**config.mk**
```make
export PLATFORM = sky130hd
export DESIGN_NAME = tt_um_serial_addsub
export DESIGN_NICKNAME = d
export VERILOG_FILES = /design/src/rtl/tt_serial_addsub_pkg.sv /design/src/rtl/serial_addsub_cell.sv /design/src/rtl/tt_um_serial_addsub.sv
export SDC_FILE = /design/constraint.sdc
export NUM_CORES = 1
export LEC_CHECK = 0
export BUFFER_PORTS_ARGS = -buffer_cell sky130_fd_sc_hd__buf_2
export CAP_MARGIN = 20
export CORE_ASPECT_RATIO = 0.7
export CORE_MARGIN = 3
export CORE_UTILIZATION = 30
export CTS_CLUSTER_SIZE = 20
export DETAILED_ROUTE_END_ITERATION = 8
export GPL_TIMING_DRIVEN = 0
export SETUP_SLACK_MARGIN = 0.5
export SKIP_LAST_GASP = 1
export SLEW_MARGIN = 20
export SYNTH_ARGS = -nofsm -noshare
export SYNTH_HDL_FRONTEND = slang
export SYNTH_HIERARCHICAL = 1
export SYNTH_SLANG_ARGS = --single-unit
```
**constraint.sdc**
```tcl
create_clock -name clk -period 1.74 [get_ports clk]
set_input_delay 0.087 -clock clk [delete_from_list [all_inputs] [get_ports clk]]
set_output_delay 0.087 -clock clk [all_outputs]
set_load 0.005 [all_outputs]
```
**src/rtl/tt_serial_addsub_pkg.sv**
```systemverilog
// Shared types and pin map for the bit-serial add/subtract tile.
package tt_serial_addsub_pkg;

  localparam int unsigned WIDTH = 8;
  localparam int unsigned CNT_W = $clog2(WIDTH);

  typedef enum logic [1:0] {
    StIdle,
    StShift,
    StDone
  } state_e;

  localparam logic MODE_SUB = 1'b0;
  localparam logic MODE_ADD = 1'b1;

  localparam int unsigned UIO_LOAD_A = 7;
  localparam int unsigned UIO_START  = 6;
  localparam int unsigned UIO_MODE   = 3;
  localparam int unsigned UIO_BUSY   = 0;
  localparam int unsigned UIO_DONE   = 1;
  localparam int unsigned UIO_FLAG   = 2;

  localparam logic [7:0] UIO_OE_MASK = 8'h07;

endpackage

```
**src/rtl/serial_addsub_cell.sv**
```systemverilog
// One-bit full adder / full subtractor; cy is carry for add, borrow for sub.
module serial_addsub_cell
  import tt_serial_addsub_pkg::*;
(
  input  logic a_i,
  input  logic b_i,
  input  logic cy_i,
  input  logic mode_i,
  output logic s_o,
  output logic cy_o
);

  logic axb;

  always_comb begin
    axb = a_i ^ b_i;
    s_o = axb ^ cy_i;
    if (mode_i == MODE_ADD) begin
      cy_o = (a_i & b_i) | (cy_i & axb);
    end else begin
      cy_o = (~a_i & b_i) | (~axb & cy_i);
    end
  end

endmodule

```
**src/rtl/tt_um_serial_addsub.sv**
```systemverilog
// Bit-serial 8-bit adder/subtractor tile: load A, start with B, result after 8 clocks.
module tt_um_serial_addsub
  import tt_serial_addsub_pkg::*;
(
  input  logic       clk,
  input  logic       rst_n,
  input  logic       ena,
  input  logic [7:0] ui_in,
  output logic [7:0] uo_out,
  input  logic [7:0] uio_in,
  output logic [7:0] uio_out,
  output logic [7:0] uio_oe
);

  localparam logic [CNT_W-1:0] CNT_LAST = CNT_W'(WIDTH - 1);

  state_e             state_q, state_d;
  logic [WIDTH-1:0]   a_q, a_d;
  logic [WIDTH-1:0]   b_q, b_d;
  logic [WIDTH-1:0]   acc_q, acc_d;
  logic [WIDTH-1:0]   res_q, res_d;
  logic [CNT_W-1:0]   cnt_q, cnt_d;
  logic               cy_q, cy_d;
  logic               mode_q, mode_d;
  logic               start_q, start_d;
  logic               busy_q, busy_d;
  logic               done_q, done_d;
  logic               flag_q, flag_d;

  logic start_pulse;
  logic load_a;
  logic s_bit;
  logic cy_next;
  logic unused_uio;

  assign unused_uio  = ^{uio_in[5:4], uio_in[2:0]};
  assign start_pulse = uio_in[UIO_START] & ~start_q;
  assign load_a      = uio_in[UIO_LOAD_A];

  serial_addsub_cell u_cell (
    .a_i   (a_q[0]),
    .b_i   (b_q[0]),
    .cy_i  (cy_q),
    .mode_i(mode_q),
    .s_o   (s_bit),
    .cy_o  (cy_next)
  );

  always_comb begin
    state_d = state_q;
    a_d     = a_q;
    b_d     = b_q;
    acc_d   = acc_q;
    res_d   = res_q;
    cnt_d   = cnt_q;
    cy_d    = cy_q;
    mode_d  = mode_q;
    start_d = uio_in[UIO_START];
    busy_d  = busy_q;
    done_d  = done_q;
    flag_d  = flag_q;

    unique case (state_q)
      StShift: begin
        // Operands drain LSB first; A is left at zero, so each op needs a fresh load.
        a_d   = {1'b0, a_q[WIDTH-1:1]};
        b_d   = {1'b0, b_q[WIDTH-1:1]};
        acc_d = {s_bit, acc_q[WIDTH-1:1]};
        cy_d  = cy_next;
        cnt_d = cnt_q + 1'b1;
        if (cnt_q == CNT_LAST) begin
          res_d   = {s_bit, acc_q[WIDTH-1:1]};
          flag_d  = cy_next;
          busy_d  = 1'b0;
          done_d  = 1'b1;
          state_d = StDone;
        end
      end
      default: begin
        if (start_pulse) begin
          b_d     = ui_in;
          mode_d  = uio_in[UIO_MODE];
          cy_d    = 1'b0;
          cnt_d   = '0;
          done_d  = 1'b0;
          busy_d  = 1'b1;
          state_d = StShift;
        end else if (load_a) begin
          a_d = ui_in;
        end
      end
    endcase
  end

  always_ff @(posedge clk or negedge rst_n) begin
    if (!rst_n) begin
      state_q <= StIdle;
      a_q     <= '0;
      b_q     <= '0;
      acc_q   <= '0;
      res_q   <= '0;
      cnt_q   <= '0;
      cy_q    <= 1'b0;
      mode_q  <= MODE_SUB;
      start_q <= 1'b0;
      busy_q  <= 1'b0;
      done_q  <= 1'b0;
      flag_q  <= 1'b0;
    end else if (ena) begin
      state_q <= state_d;
      a_q     <= a_d;
      b_q     <= b_d;
      acc_q   <= acc_d;
      res_q   <= res_d;
      cnt_q   <= cnt_d;
      cy_q    <= cy_d;
      mode_q  <= mode_d;
      start_q <= start_d;
      busy_q  <= busy_d;
      done_q  <= done_d;
      flag_q  <= flag_d;
    end
  end

  always_comb begin
    uo_out            = res_q;
    uio_out           = '0;
    uio_out[UIO_BUSY] = busy_q;
    uio_out[UIO_DONE] = done_q;
    uio_out[UIO_FLAG] = flag_q;
    uio_oe            = UIO_OE_MASK;
  end

endmodule

```
# After elaboration in Yosys (flattened, before gate mapping)
# Cells that the tools add are included.
# word_totals
inputBits	19
regBits	43
output_inout_bits	24
# op_classes
n_reduce_logical	8
n_eq_ne	4
mux	18
bitwise	13
addsub	1
# op_table
operator	n
8-bit two-way mux	5
3-bit AND reduction	4
1-bit two-way mux	8
2-bit two-way mux	3
3-bit two-way mux	2
1-bit bitwise AND	5
1-bit NOT	4
2-bit AND reduction	2
2-bit nonzero test	2
3-bit by 1-bit adder with 3-bit output, second input constant	1
3-bit == test, second input constant	1
2-bit by 1-bit == test with 1-bit output, second input constant	1
2-bit by 1-bit != test with 1-bit output, second input constant	1
2-bit != test, second input constant	1
1-bit bitwise OR	2
1-bit XOR	2

# Longest topological paths before layout
# Gate-level depths: netlist of the first run.
# depth
word_depth	6
mapped_depth	5
ltp_nobuf	4

# Modules after synthesis
# Netlist of the first run, hierarchy kept.
# modules_own_cells
mod	area_each_um2	cells_each	instances	seq_area_each_um2
tt_um_serial_addsub	1893.1	132	1	1001.0
serial_addsub_cell	56.3	6	1	0.0

# Worst setup path after synthesis of the first run
# Ideal clock, no wire load.
# synth_timing
path_type	flip-flop to flip-flop
from	reg state_q[0]
to	reg b_q[2]
setup_time_ns	0.125
path_slack_ns	0.300
path_stages_with_launch	5
t_arrival_ns	1.316
synth_period_minus_slack_ns	1.440
cell_sequence	dfrtp_1 > nor2b_4 > buf_2 > mux2_2 > mux2_2
# synth_via
elab_chain_len	3
word_cells_on_any_way	4
classes_between	1 x eq/ne; 1 x mux; 2 x reduce/logical
# synth_rtl
element	line	source
start: declaration	tt_um_serial_addsub.sv:17	state_e state_q, state_d;
start signal: assignment	tt_um_serial_addsub.sv:97	state_q <= StIdle;
start signal: assignment	tt_um_serial_addsub.sv:110	state_q <= state_d;
2-bit by 1-bit == test with 1-bit output (*)	tt_um_serial_addsub.sv:63	unique case (state_q)
2-bit nonzero test (no line)	-	
2-bit AND reduction (no line)	-	
end signal: assignment	tt_um_serial_addsub.sv:99	b_q <= '0;
end signal: assignment	tt_um_serial_addsub.sv:112	b_q <= b_d;
end: declaration	tt_um_serial_addsub.sv:19	logic [WIDTH-1:0] b_q, b_d;
# Every way passes the cells marked *; elsewhere a longest branch is shown, timed or not.
# A chain may end at the register's enable or synchronous reset.

==> impl_metrics.toml, run 1 <==
[place]
dpl_cell_area_um2 = 2240
globalplace.congestion = 0.733
portBuffers = 23
dp_hpwl_um = 2420

[timing]
skew_ns = 0.00344
rsz0062_at_grt = "yes"
slew-limit-headroom = 0.636
slew_violations = 0
max_freq_ghz = 0.665
layout_min_cycle_time_ns = 1.50
tightestPinTransition_ns = 0.546
period_share = 0.864
final_hold_viol_count = 0
setup_viol = 0
fin_setup_tns_ns = 0

[critical_path]
cp_slowest_stage_delay_ns = 0.44
cp_slowest_cell = "dfrtp_2"
arrival_ns = 1.68
required_ns = 1.92
crit_path_end_kind = "flop"
worstSetupStartpointType = "flop"
cp_max_fo = 10
path_class = "flop to flop"
path_common_cell = "mux2_2"
worstPathCellList = "nor2b_4, buf_8, mux2_2, mux2_2"

[cts]
htreeDepth = 2
cts_tree = "built"
cts-root-buf = "clkbuf_8"
clkTransAtPathRegs_ns = 0.07
clock_latency_ns = 0.29
numClockSinks = 40
cts_buffers = 5
clk_path_buf_depth = 2

[routing]
totalWireLength_um = 3450
vias = 1108
via_per_inst = 4.25
drt_iter0_markers = 59
drtPass1Iterations = 4
drc_errors = 0
wl_per_cell_um = 13.2
ant_nets = 0

[power_and_ir_drop]
ir_drop_mv = 0.481
p_leak_nw = 1.22
fin_total_pwr_mw = 4.17
powerDensity_nw_per_um2 = 1700

[floorplan]
die_w_um = 102
rows = 23
ios = 43
die-area_um2 = 7520
die_y_um = 73.4
start_util = 0.326
core_area_um2 = 5990

[final_layout]
area_growth_pct = 25.7
final_cell_mix = "39 x dfrtp_1, 32 x mux2_2, 23 x buf_2"
final_area_um2 = 2450
final_common_cell = "dfrtp_1"
drive_gt1_frac = 0.618
layout.nets = 208
insertedDiodeCount = 0

[grt]
grt_max_degree = 41
grt_pass1_wl_um = 5670
gr-total-overflow = 0
antenna_found_initial = 0
grt.total_usage = 0.0999
grt_pass1_vias = 1128

[logic_synthesis]
ys_seq_area_frac = 0.513
ys_warn_count = 6
avgSynthCellArea_um2 = 14.1
synth_seq_cells = 40
synthCells = 138
syn_area_um2 = 1950
yosys.cell_types.count = 24

[status]
status = "finished, final reports clean"

[min_path]
hold_class = "input port to flop"

[run]
drv_cap = 0
-- cell type report --
cell class              count  area (um2)
inverters                   3        11.3
fillers                   585        3540
clock buffers               8        90.1
repair buffers             29         173
multi-input cells          85         902
well taps                  75        93.8
flip-flops and latches     40        1000
plain buffers              21         178
-- where the power goes --
group / leakage, nW / switching, mW / internal (mW)
logic: 0.676 / 0.679 / 1.23
clock network: 0.0455 / 0.310 / 0.324
registers: 0.500 / 0.272 / 1.35
total: 1.22 / 1.26 / 2.91
-- worst paths after layout --
| kind | from | depth (start not counted) | slack [ns] | endpoint |
|---|---|---|---|---|
| min in group asynchronous | rst_n | 2 | 0.35 | a_q[2] |
| hold / removal | uio_in[3] | 2 | 0.03 | mode_q |
| setup reg to reg | done_q | 4 | 0.24 | a_q[4] |
| setup / recovery | done_q | 4 | 0.24 | a_q[4] |
| max in group asynchronous | rst_n | 2 | 0.99 | done_q |
| hold reg to reg | b_q[1] | 1 | 0.50 | b_q[1] |
-- cells by family (layout without fill, tap and decap cells) --
family,count (synthesis),after routing,share of synthesized area
other cells,2,13,0.00385
fa+ha+maj,4,4,0.0334
flops,40,40,0.513
simple gates,12,12,0.0417
buf+inv,24,61,0.0866
compound gates,10,10,0.0398
mux,46,46,0.281
-- routing by layer --
metal / up-vias / GRT usage / share of wire
met3: 5 / 0.0247 / 0.035
met5: - / 0 / 0
met2: 20 / 0.141 / 0.43
met4: 0 / 0.0480 / 0.018
met1: 538 / 0.143 / 0.51
li1: 545 / - / -
-- timing repair --
| action | 4_1_cts | 5_1_grt |
|---|---|---|
| setup buffers | 5 | 0 |
| resized for setup | 15 | 6 |
| pin swaps | 4 | 6 |
| hold endpoints to repair | 40 | 0 |
| hold buffers | 1 | 0 |
| endpoints found under the setup margin | 38 | 34 |
-- synth_stat cells --
cell,number,area (um2)
conb_1,2,7.51
a21o_1,2,15.0
nand3b_2,1,11.3
mux2_4,8,120
buf_4,16,120
o21ai_1,2,10.0
nor2b_1,1,6.26
inv_1,3,11.3
buf_6,2,22.5
o21ai_2,1,8.76
nor2b_4,1,13.8
nand2_1,4,15.0
o21ai_0,1,5.00
dfrtp_1,40,1000
a22o_1,1,8.76
or4b_1,1,10.0
nand3_2,1,10.0
mux2_2,38,428
a32o_1,3,30.0
nor2_1,2,7.51
buf_2,3,15.0
ha_1,2,25.0
fa_1,2,40.0
nand3b_1,1,7.51
-- metrics by stage --
step                cells  hold slack, ns   util  setup slack (ns)
floorplan             149          -0.209      -             0.349
global placement      247           0.264  0.374             0.136
detailed placement    247           0.265  0.374             0.133
CTS                   261          0.0284  0.406             0.231
global route          261          0.0348  0.409             0.175
finish                261          0.0339  0.409             0.237
-- worst max-delay path: cells and delay by family, from the launching register on --
kind	cells	cell delay, ns
buffers and inverters	1	0.17
DFF	1	0.44
muxes	2	0.60
and+or+nand+nor	1	0.18
-- flip-flops by register name (all words and copies together), names as in the netlist --
name	count
a_q	8
done_q	1
flag_q	1
cy_q	1
cnt_q	3
state_q	1
b_q	8
uo_out	8
start_q	1
mode_q	1
acc_q	7
Power figures use the tool's default switching activity.
==> run 2: changes to the inputs <==
--- a/config.mk
+++ b/config.mk
@@ -7,12 +7,13 @@
 export LEC_CHECK = 0
 export BUFFER_PORTS_ARGS = -buffer_cell sky130_fd_sc_hd__buf_2
 export CAP_MARGIN = 20
-export CORE_ASPECT_RATIO = 0.7
+export CORE_ASPECT_RATIO = 1.2
 export CORE_MARGIN = 3
 export CORE_UTILIZATION = 30
 export CTS_CLUSTER_SIZE = 20
 export DETAILED_ROUTE_END_ITERATION = 8
 export GPL_TIMING_DRIVEN = 0
+export HOLD_SLACK_MARGIN = 0.12
 export SETUP_SLACK_MARGIN = 0.5
 export SKIP_LAST_GASP = 1
 export SLEW_MARGIN = 20
==> constraint.sdc (replaced) <==
create_clock -name clk -period 1.8 [get_ports clk]
set_input_delay 0.09 -clock clk [delete_from_list [all_inputs] [get_ports clk]]
set_output_delay 0.09 -clock clk [all_outputs]
set_load 0.005 [all_outputs]
==> impl_metrics.toml, run 2 (synthesis gave the netlist of run 1 again) <==
[status]
status = "finished, final reports clean"

[grt]
gr-total-overflow = 0
grt_pass1_wl_um = 5580
grt_max_degree = 41
grt_pass1_vias = 1141
grt.total_usage = 0.0968
antenna_found_initial = 0

[run]
drv_cap = 0

[cts]
clock_latency_ns = 0.28
clk_path_buf_depth = 2
htreeDepth = 2
clkTransAtPathRegs_ns = 0.07
cts-root-buf = "clkbuf_8"
cts_tree = "built"
numClockSinks = 40
cts_buffers = 5

[timing]
fin_setup_tns_ns = 0
period_share = 0.831
final_hold_viol_count = 0
layout_min_cycle_time_ns = 1.50
tightestPinTransition_ns = 0.883
setup_viol = 0
slew_violations = 0
slew-limit-headroom = 0.411
max_freq_ghz = 0.668
skew_ns = 0.00411
fin_ws_ns = 0.304
rsz0062_at_grt = "yes"

[routing]
drt_iter0_markers = 38
drc_errors = 0
wl_per_cell_um = 12.3
ant_nets = 0
totalWireLength_um = 3320
vias = 1136
drtPass1Iterations = 2
via_per_inst = 4.21

[final_layout]
drive_gt1_frac = 0.606
fillCellCount = 590
final_common_cell = "dfrtp_1"
final_cell_mix = "39 x dfrtp_1, 33 x mux2_2, 24 x buf_2"
layout.nets = 210
area_growth_pct = 26.5
insertedDiodeCount = 0
layoutNonFillerInstCount = 270

[floorplan]
core_area_um2 = 6170
ios = 43
rows = 31
die_y_um = 94.3
die_w_um = 79.6
start_util = 0.316
die-area_um2 = 7510

[min_path]
hold_class = "input port to flop"

[critical_path]
cp_max_fo = 10
worstSetupStartpointType = "flop"
required_ns = 1.97
arrival_ns = 1.67
crit_path_end_kind = "flop"
path_class = "flop to flop"

[power_and_ir_drop]
p_leak_nw = 1.22
ir_drop_mv = 0.514
powerDensity_nw_per_um2 = 1610
fin_total_pwr_mw = 3.96

[place]
pre_cts_ws_ns = 0.230
dp.cells = 254
dp_hpwl_um = 2300
portBuffers = 23
globalplace.congestion = 0.633
[run 2: path summary, 6_finish.rpt]
path | from | slack [ns] | depth (start not counted) | to
max in group asynchronous | rst_n | 0.74 | 2 | done_q
min in group asynchronous | rst_n | 0.46 | 2 | uo_out[1]
worst max-delay path | done_q | 0.30 | 4 | a_q[0]
worst min-delay path | ui_in[5] | 0.18 | 3 | b_q[5]
worst max register to register | done_q | 0.30 | 4 | a_q[0]
worst min register to register | a_q[2] | 0.50 | 1 | a_q[2]
[run 2: worst max-delay path, cell delays in order, from the launching register on]
cell     delay [ns]
dfrtp_2        0.44
nor2b_4        0.18
buf_8          0.17
mux2_2         0.34
mux2_2         0.26
[run 2: per-layer routing]
layer,vias up,track usage,share of wire
li1,545,-,-
met1,559,0.117,0.44
met2,28,0.159,0.50
met3,4,0.0298,0.052
met4,0,0.0401,0.014
met5,-,0,0
[run 2: through the flow]
step / hold WS [ns] / utilization / area [um2]
2_1_floorplan: -0.206 / - / 2020
6_report: 0.183 / 0.400 / 2470
3_3_place_gp: 0.274 / 0.363 / 2240
5_1_grt: 0.187 / 0.400 / 2470
3_5_place_dp: 0.277 / 0.363 / 2240
4_1_cts: 0.160 / 0.396 / 2440
[run 2: cell type report]
| type | count | area [um2] | area share |
|---|---|---|---|
| Timing Repair Buffer | 31 | 189 | 0.0766 |
| Buffer | 21 | 178 | 0.0720 |
| Multi-Input combinational cell | 85 | 893 | 0.362 |
| Inverter | 3 | 11.3 | 0.00457 |
| Sequential cell | 40 | 1000 | 0.406 |
| Tap cell | 82 | 103 | 0.0416 |
| Clock buffer | 8 | 90.1 | 0.0365 |
[run 2: timing repair]
item	4_1_cts	5_1_grt
resized for setup	14	6
pin swaps	2	4
setup endpoints to repair	38	28
endpoints found under the hold margin	43	0
gates cloned	0	0
hold buffers	4	0
buffers inserted	3	1
[run 2: where the power goes]
| part | internal [mW] | leakage, nW | total, mW | switching, mW |
|---|---|---|---|---|
| Sequential | 1.31 | 0.500 | 1.55 | 0.248 |
| Clock | 0.313 | 0.0455 | 0.602 | 0.289 |
| Combinational | 1.17 | 0.674 | 1.81 | 0.637 |
| Total | 2.79 | 1.22 | 3.96 | 1.18 |
